<file path="config.mk">
export PLATFORM = sky130hd
export DESIGN_NAME = pueo_threshold_loader_flat
export DESIGN_NICKNAME = d
export VERILOG_FILES = /design/src/rtl/pueo_thresh_pkg.sv /design/src/rtl/pueo_threshold_loader_if.sv /design/src/rtl/pueo_thresh_stage_ram.sv /design/src/rtl/pueo_threshold_loader.sv /design/src/flat_wrapper.sv
export SDC_FILE = /design/constraint.sdc
export NUM_CORES = 2
export LEC_CHECK = 0
export ABC_AREA = 1
export BUFFER_PORTS_ARGS = -buffer_cell sky130_fd_sc_hd__buf_2
export CAP_MARGIN = 30
export CORE_ASPECT_RATIO = 1.4
export CORE_MARGIN = 1
export CORE_UTILIZATION = 43
export DETAILED_ROUTE_END_ITERATION = 6
export PLACE_DENSITY_LB_ADDON = 0.1
export SLEW_MARGIN = 20
export SYNTH_ARGS = -nofsm -noshare
export SYNTH_HDL_FRONTEND = slang
export SYNTH_SLANG_ARGS = --single-unit
</file>
<file path="constraint.sdc">
create_clock -name clk_i -period 8.75 [get_ports clk_i]
set_clock_uncertainty 0.1 [all_clocks]
set_input_delay 0.4375 -clock clk_i [delete_from_list [all_inputs] [get_ports clk_i]]
set_output_delay 0.4375 -clock clk_i [all_outputs]
set_load 0.02 [all_outputs]
</file>
<file path="src/rtl/pueo_thresh_pkg.sv">
// rtl/pueo_thresh_pkg.sv - shared types and constants for the threshold loader
package pueo_thresh_pkg;

  localparam int TBITS = 18;

  localparam bit THR_SET_PRI = 1'b0;
  localparam bit THR_SET_SEC = 1'b1;

  typedef enum logic [1:0] {
    IDLE,
    PRIME,
    SHIFT,
    COMMIT
  } thr_state_t;

  typedef struct packed {
    logic [TBITS-1:0] beam_b;
    logic [TBITS-1:0] beam_a;
  } thresh_pair_t;

  // Module-index width; a single-module cascade still needs one address bit.
  function automatic int idx_bits(input int n);
    return (n > 1) ? $clog2(n) : 1;
  endfunction

endpackage

</file>
<file path="src/rtl/pueo_threshold_loader_if.sv">
// rtl/pueo_threshold_loader_if.sv - control and cascade signals of the threshold loader
interface pueo_threshold_loader_if #(
  parameter int NBEAMS = 24,
  parameter int TBITS  = 18
);
  import pueo_thresh_pkg::*;

  localparam int AW = idx_bits(NBEAMS);

  logic                 wr_en_i;
  logic                 wr_set_i;
  logic [AW-1:0]        wr_addr_i;
  logic [2*TBITS-1:0]   wr_data_i;
  logic                 start_i;
  logic                 start_set_i;
  logic                 busy_o;
  logic                 done_o;
  logic                 wr_err_o;
  logic [2*TBITS-1:0]   thresh_o;
  logic [1:0]           thresh_wr_o;
  logic [1:0]           thresh_update_o;

  modport master (
    output wr_en_i, wr_set_i, wr_addr_i, wr_data_i, start_i, start_set_i,
    input  busy_o, done_o, wr_err_o, thresh_o, thresh_wr_o, thresh_update_o
  );

  modport slave (
    input  wr_en_i, wr_set_i, wr_addr_i, wr_data_i, start_i, start_set_i,
    output busy_o, done_o, wr_err_o, thresh_o, thresh_wr_o, thresh_update_o
  );

endinterface

</file>
<file path="src/rtl/pueo_thresh_stage_ram.sv">
// rtl/pueo_thresh_stage_ram.sv - simple dual-port staging RAM with registered read
module pueo_thresh_stage_ram #(
  parameter int AW = 6,
  parameter int DW = 36
) (
  input  logic          clk_i,
  input  logic          wr_en_i,
  input  logic [AW-1:0] wr_addr_i,
  input  logic [DW-1:0] wr_data_i,
  input  logic [AW-1:0] rd_addr_i,
  output logic [DW-1:0] rd_data_o
);

  logic [DW-1:0] mem [0:(1<<AW)-1];

  // Write port; contents are deliberately not reset.
  always_ff @(posedge clk_i) begin
    if (wr_en_i) mem[wr_addr_i] <= wr_data_i;
  end

  // Read port with one cycle of latency.
  always_ff @(posedge clk_i) begin
    rd_data_o <= mem[rd_addr_i];
  end

endmodule

</file>
<file path="src/rtl/pueo_threshold_loader.sv">
// rtl/pueo_threshold_loader.sv - shifts a staged threshold set through the beam cascade and commits it
module pueo_threshold_loader #(
  parameter int NBEAMS = 24,
  parameter int TBITS  = pueo_thresh_pkg::TBITS
) (
  input  logic                   clk_i,
  input  logic                   rst_i,
  pueo_threshold_loader_if.slave ctl
);
  import pueo_thresh_pkg::*;

  localparam int            AW       = idx_bits(NBEAMS);
  localparam logic [AW-1:0] LAST_IDX = AW'(NBEAMS - 1);

  thr_state_t         state_q, state_n;
  logic               set_q;
  logic [AW-1:0]      idx_q;
  logic [AW-1:0]      rd_idx;
  logic [1:0]         rst_pipe_q;
  logic               run_ok;
  logic               wr_drop;
  logic               wr_err_q;
  logic [2*TBITS-1:0] rd_data;

  // Hold the FSM in IDLE for two clocks after reset release.
  always_ff @(posedge clk_i or posedge rst_i) begin
    if (rst_i) rst_pipe_q <= 2'b11;
    else       rst_pipe_q <= {rst_pipe_q[0], 1'b0};
  end

  assign run_ok = ~rst_pipe_q[1];

  // State register, latched set and the index of the word presented in SHIFT.
  always_ff @(posedge clk_i or posedge rst_i) begin
    if (rst_i) begin
      state_q <= IDLE;
      set_q   <= 1'b0;
      idx_q   <= '0;
    end else begin
      state_q <= state_n;
      if (state_q == IDLE && state_n == PRIME) begin
        set_q <= ctl.start_set_i;
        idx_q <= LAST_IDX;
      end else if (state_q == SHIFT && idx_q != '0) begin
        idx_q <= idx_q - 1'b1;
      end
    end
  end

  // Next state, read address (one word ahead of idx_q) and state-decoded outputs.
  always_comb begin
    state_n             = state_q;
    rd_idx              = idx_q;
    ctl.busy_o          = 1'b0;
    ctl.done_o          = 1'b0;
    ctl.thresh_o        = '0;
    ctl.thresh_wr_o     = 2'b00;
    ctl.thresh_update_o = 2'b00;
    case (state_q)
      IDLE: begin
        rd_idx = LAST_IDX;
        if (ctl.start_i && run_ok) state_n = PRIME;
      end
      PRIME: begin
        ctl.busy_o = 1'b1;
        state_n    = SHIFT;
      end
      SHIFT: begin
        ctl.busy_o                   = 1'b1;
        ctl.thresh_o                 = rd_data;
        ctl.thresh_wr_o[THR_SET_PRI] = (set_q == THR_SET_PRI);
        ctl.thresh_wr_o[THR_SET_SEC] = (set_q == THR_SET_SEC);
        if (idx_q != '0) rd_idx  = idx_q - 1'b1;
        else             state_n = COMMIT;
      end
      COMMIT: begin
        ctl.busy_o                       = 1'b1;
        ctl.done_o                       = 1'b1;
        ctl.thresh_update_o[THR_SET_PRI] = (set_q == THR_SET_PRI);
        ctl.thresh_update_o[THR_SET_SEC] = (set_q == THR_SET_SEC);
        state_n                          = IDLE;
      end
      default: state_n = IDLE;
    endcase
  end

  // Writes into the set being shifted would race the read port, so they are refused.
  assign wr_drop = ctl.wr_en_i && (state_q != IDLE) && (ctl.wr_set_i == set_q);

  // Flag a refused write one cycle later.
  always_ff @(posedge clk_i or posedge rst_i) begin
    if (rst_i) wr_err_q <= 1'b0;
    else       wr_err_q <= wr_drop;
  end

  assign ctl.wr_err_o = wr_err_q;

  pueo_thresh_stage_ram #(
    .AW (AW + 1),
    .DW (2 * TBITS)
  ) u_stage_ram (
    .clk_i     (clk_i),
    .wr_en_i   (ctl.wr_en_i && !wr_drop),
    .wr_addr_i ({ctl.wr_set_i, ctl.wr_addr_i}),
    .wr_data_i (ctl.wr_data_i),
    .rd_addr_i ({set_q, rd_idx}),
    .rd_data_o (rd_data)
  );

endmodule

</file>
<file path="src/flat_wrapper.sv">
// flat-port wrapper written by rule: the top's interface ports become plain ports
module pueo_threshold_loader_flat import pueo_thresh_pkg::*;
#(
  parameter int NBEAMS = 24,
  parameter int TBITS  = pueo_thresh_pkg::TBITS
)
  (clk_i, rst_i, ctl_wr_en_i, ctl_wr_set_i, ctl_wr_addr_i, ctl_wr_data_i, ctl_start_i, ctl_start_set_i, ctl_busy_o, ctl_done_o, ctl_wr_err_o, ctl_thresh_o, ctl_thresh_wr_o, ctl_thresh_update_o);
  pueo_threshold_loader_if #(.NBEAMS(NBEAMS), .TBITS(TBITS)) ctl_i ();
  input  logic clk_i;
  input  logic rst_i;
  input wire logic [$bits(ctl_i.wr_en_i)-1:0] ctl_wr_en_i;
  input wire logic [$bits(ctl_i.wr_set_i)-1:0] ctl_wr_set_i;
  input wire logic [$bits(ctl_i.wr_addr_i)-1:0] ctl_wr_addr_i;
  input wire logic [$bits(ctl_i.wr_data_i)-1:0] ctl_wr_data_i;
  input wire logic [$bits(ctl_i.start_i)-1:0] ctl_start_i;
  input wire logic [$bits(ctl_i.start_set_i)-1:0] ctl_start_set_i;
  output wire logic [$bits(ctl_i.busy_o)-1:0] ctl_busy_o;
  output wire logic [$bits(ctl_i.done_o)-1:0] ctl_done_o;
  output wire logic [$bits(ctl_i.wr_err_o)-1:0] ctl_wr_err_o;
  output wire logic [$bits(ctl_i.thresh_o)-1:0] ctl_thresh_o;
  output wire logic [$bits(ctl_i.thresh_wr_o)-1:0] ctl_thresh_wr_o;
  output wire logic [$bits(ctl_i.thresh_update_o)-1:0] ctl_thresh_update_o;
  assign ctl_i.wr_en_i = ctl_wr_en_i;
  assign ctl_i.wr_set_i = ctl_wr_set_i;
  assign ctl_i.wr_addr_i = ctl_wr_addr_i;
  assign ctl_i.wr_data_i = ctl_wr_data_i;
  assign ctl_i.start_i = ctl_start_i;
  assign ctl_i.start_set_i = ctl_start_set_i;
  assign ctl_busy_o = ctl_i.busy_o;
  assign ctl_done_o = ctl_i.done_o;
  assign ctl_wr_err_o = ctl_i.wr_err_o;
  assign ctl_thresh_o = ctl_i.thresh_o;
  assign ctl_thresh_wr_o = ctl_i.thresh_wr_o;
  assign ctl_thresh_update_o = ctl_i.thresh_update_o;
  pueo_threshold_loader #(.NBEAMS(NBEAMS), .TBITS(TBITS)) u_core (.clk_i(clk_i), .rst_i(rst_i), .ctl(ctl_i));
endmodule
</file>
==> results.toml <==
[die]
fp.dieH_um = 583
start_util = 0.432
core_area_um2 = 240000
die_area_um2 = 243000
ioPinCount = 90
num_rows = 213
die_x_um = 417

[placed_design]
placed_cells = 12600
place_congestion = 0.815
post_dp_cell_area_um2 = 108000
portBuffers = 89
dp_hpwl_um = 181000

[layout]
fin_nets = 9683
fillCellCount = 21700
stdcell_area_um2 = 116000
drive_gt1_frac = 0.0718
fin_cells = 13000
final_util = 0.482
syn_to_final_growth_pct = 11.4

[sta]
hold_viol = 0
rsz0062_at_grt = "no"
hold_slack_ps = 85.2
tns_ps = 0
setup_viol_count_final = 0
slew_headroom = 0.194
fin_crit_ps = 5640
max_freq_mhz = 177
fin_crit_sh = 0.644
tightest_slew_ps = 1210
slew_viol_final = 0

[power_and_ir_drop]
switching_power_mw = 19.0
power.share.clock = 0.232
sw_frac_of_total = 0.453
p_leak_nw = 47.0
combPwrFrac = 0.463
p_seq_frac = 0.305
p_int_mw = 23.0
vdd_drop_max_uv = 592
p_per_area_nw_per_um2 = 363

[route]
drt_iter0_drc = 8311
dr.pass1.iters = 7
ant_nets = 0
wl_um = 351000
viasPerCell = 5.63
drc = 0
vias = 73400
routedWlPerCell_um = 26.9

[clocking]
cts-buffers-inserted = 235
cts_root_buffer = "clkbuf_16"
clkLatencyLatePin_ps = 910
cts-htree-levels = 4
cts.reportedPaths.clkPinSlew_ps = 60
cts_tree = "yes"
clk_path_buf_depth = 4
cts.sinks = 2351

[yosys]
yosysTopAreaCellShare = 0.666
synth_common_cells = "edfxtp_1 (2,304), inv_1 (2,002), nand3_1 (1,922)"
synth_edf_count = 2304
synth.cell_area_um2 = 104000
synth_cell_types = 31
yosysMostFrequentCell = "edfxtp_1"
async_flop_share = 0.00468
synthCells = 9737
ys_ff_latch = 2351
ys_seq_area_frac = 0.676
synth_ff_type = "edfxtp_1"
synth_nets = 9789
ys_warn_count = 0
synthTopCellsByArea = "edfxtp_1 (67%), nand3_1 (9.3%), inv_1 (7.2%)"
avgSynthCellArea_um2 = 10.7
yosys.area.top_type = "edfxtp_1"

[setup_path]
cp_slowest_cell = "buf_12"
cp_common_cell = "nand3_1"
critPathMaxFanout = 186
critPathBufInv = 5
critPathLaunchType = "register"
crit_family = "buffers and inverters"
critPathMaxStageDelay_ps = 830
end_kind = "register"
required_ps = 9470
path_class = "register to register"
cp_data_arrival_time_ps = 6360
worstPathCellList = "inv_1, ha_1, inv_8, buf_12, nand3_4, buf_12, buf_4, o21ai_0, nand2_1, nand3_1, nand3_1, nand3_1, nand3_1, nand2_1"

[flow_run]
drv_cap = 0

[global_routing]
grt_pass1_wl_um = 500000
grt_max_degree = 201
globalRouteTotalUtil = 0.283
grt.overflow.total = 0
grt_pass1_vias = 69100
antenna_found_initial = 21

[min_path]
hold_class = "input port to register"

[outcome]
status = "finished clean"
[per-layer routing]
| metal | up-vias | global-route usage | part of all wire |
|---|---|---|---|
| met1 | 36700 | 0.376 | 0.41 |
| met4 | 10 | 0.109 | 0.040 |
| met2 | 3135 | 0.467 | 0.48 |
| met3 | 650 | 0.0435 | 0.077 |
| li1 | 32900 | - | - |
| met5 | - | 0 | 0.00017 |
[power by group through the flow]
stage                     logic (mW)  clock network, mW  registers, mW
after global placement          18.9                  0           13.0
final                           19.4               9.74           12.8
after detailed placement        19.1                  0           13.0
after floorplan                 13.2                  0           12.8
after global routing            20.9               10.3           12.8
after CTS                       19.2               9.87           12.8
[per-stage QoR]
step | setup slack, ps | total power [mW]
floorplan | 5110 | 26.0
global placement | 2540 | 31.9
detailed placement | 3270 | 32.1
CTS | 3240 | 41.9
global route | 2900 | 44.0
finish | 3110 | 42.0
[cell families after synthesis]
kind of cell,count (synthesis),synth area share
AOI/OAI and AO/OA,329,0.0167
xor gates and xnor gates,3,0.000253
adders and majority gates,5,0.000603
buffers and inverters,2685,0.105
DFF,2351,0.676
other,1,0.0000361
and+or+nand+nor,4363,0.201
[area by class of cell]
cell class / instances / area (um2) / share of cell area
diodes: 5 / 12.5 / 0.000108
clock buffers: 320 / 6390 / 0.0553
clock inverters: 104 / 769 / 0.00665
inverters: 2007 / 7560 / 0.0654
multi-input cells: 4701 / 23300 / 0.201
flip-flops and latches: 2351 / 70200 / 0.607
well taps: 3225 / 4040 / 0.0349
repair buffers: 335 / 3410 / 0.0295
[registers in the layout, summed over array words and instances, names as in the netlist]
signal                        flops
u_core.ctl.wr_err_o               1
u_core.idx_q                      5
u_core.rst_pipe_q                 2
u_core.set_q                      1
u_core.state_q                    2
u_core.u_stage_ram.mem         2304
u_core.u_stage_ram.rd_data_o     36
[cell usage in the layout (no fill, tap or decap), types with 2 or more instances in the layout]
cell type      Yosys  routed
a21oi_1            3       2
buf_12             0      40
buf_16             0      26
buf_2            223      88
buf_4             43     150
buf_6             48       7
bufinv_16          0      11
clkbuf_1         302      70
clkbuf_16          0     239
clkbuf_8           0      11
clkinv_1           0      52
clkinv_2           0      31
clkinvlp_4         0       8
dfrtp_1            9       8
dfstp_2            2       2
dfxtp_1           36      36
diode_2            0       5
dlygate4sd3_1      0      23
edfxtp_1        2304    2304
ha_1               5       4
inv_1           2002    2002
inv_8              0       3
nand2_1         1524    1522
nand2_4            0       2
nand3_1         1922    1919
nand3_4            0       3
nand4_1          801     801
nor2_1            70       6
nor2_2             2       2
nor2_4             2      66
nor3_1             2       2
o211ai_1          36      36
o21ai_0          289     289
or2_1             30      30
or2_2              6       6
xnor2_1            3       3
[final timing paths]
check / startpoint / endpoint / slack (ps) / cells after the start
setup reg to reg: u_core.state_q[0] / u_core.u_stage_ram.rd_data_o[17] / 3110 / 14
hold reg to reg: u_core.rst_pipe_q[0] / u_core.rst_pipe_q[1] / 260 / 0
setup / recovery: u_core.state_q[0] / u_core.u_stage_ram.rd_data_o[17] / 3110 / 14
hold / removal: ctl_wr_data_i[11] / u_core.u_stage_ram.mem[59][11] / 90 / 2
max in group asynchronous: rst_i / u_core.set_q / 7850 / 3
min in group asynchronous: rst_i / u_core.ctl.wr_err_o / 110 / 3
[timing repair]
item | 4_1_cts | 5_1_grt
setup buffers | 0 | 0
hold buffers | 22 | 1
endpoints found under the hold margin | 339 | 16
resized for setup | 0 | 0
Power figures use the tool's default switching activity.
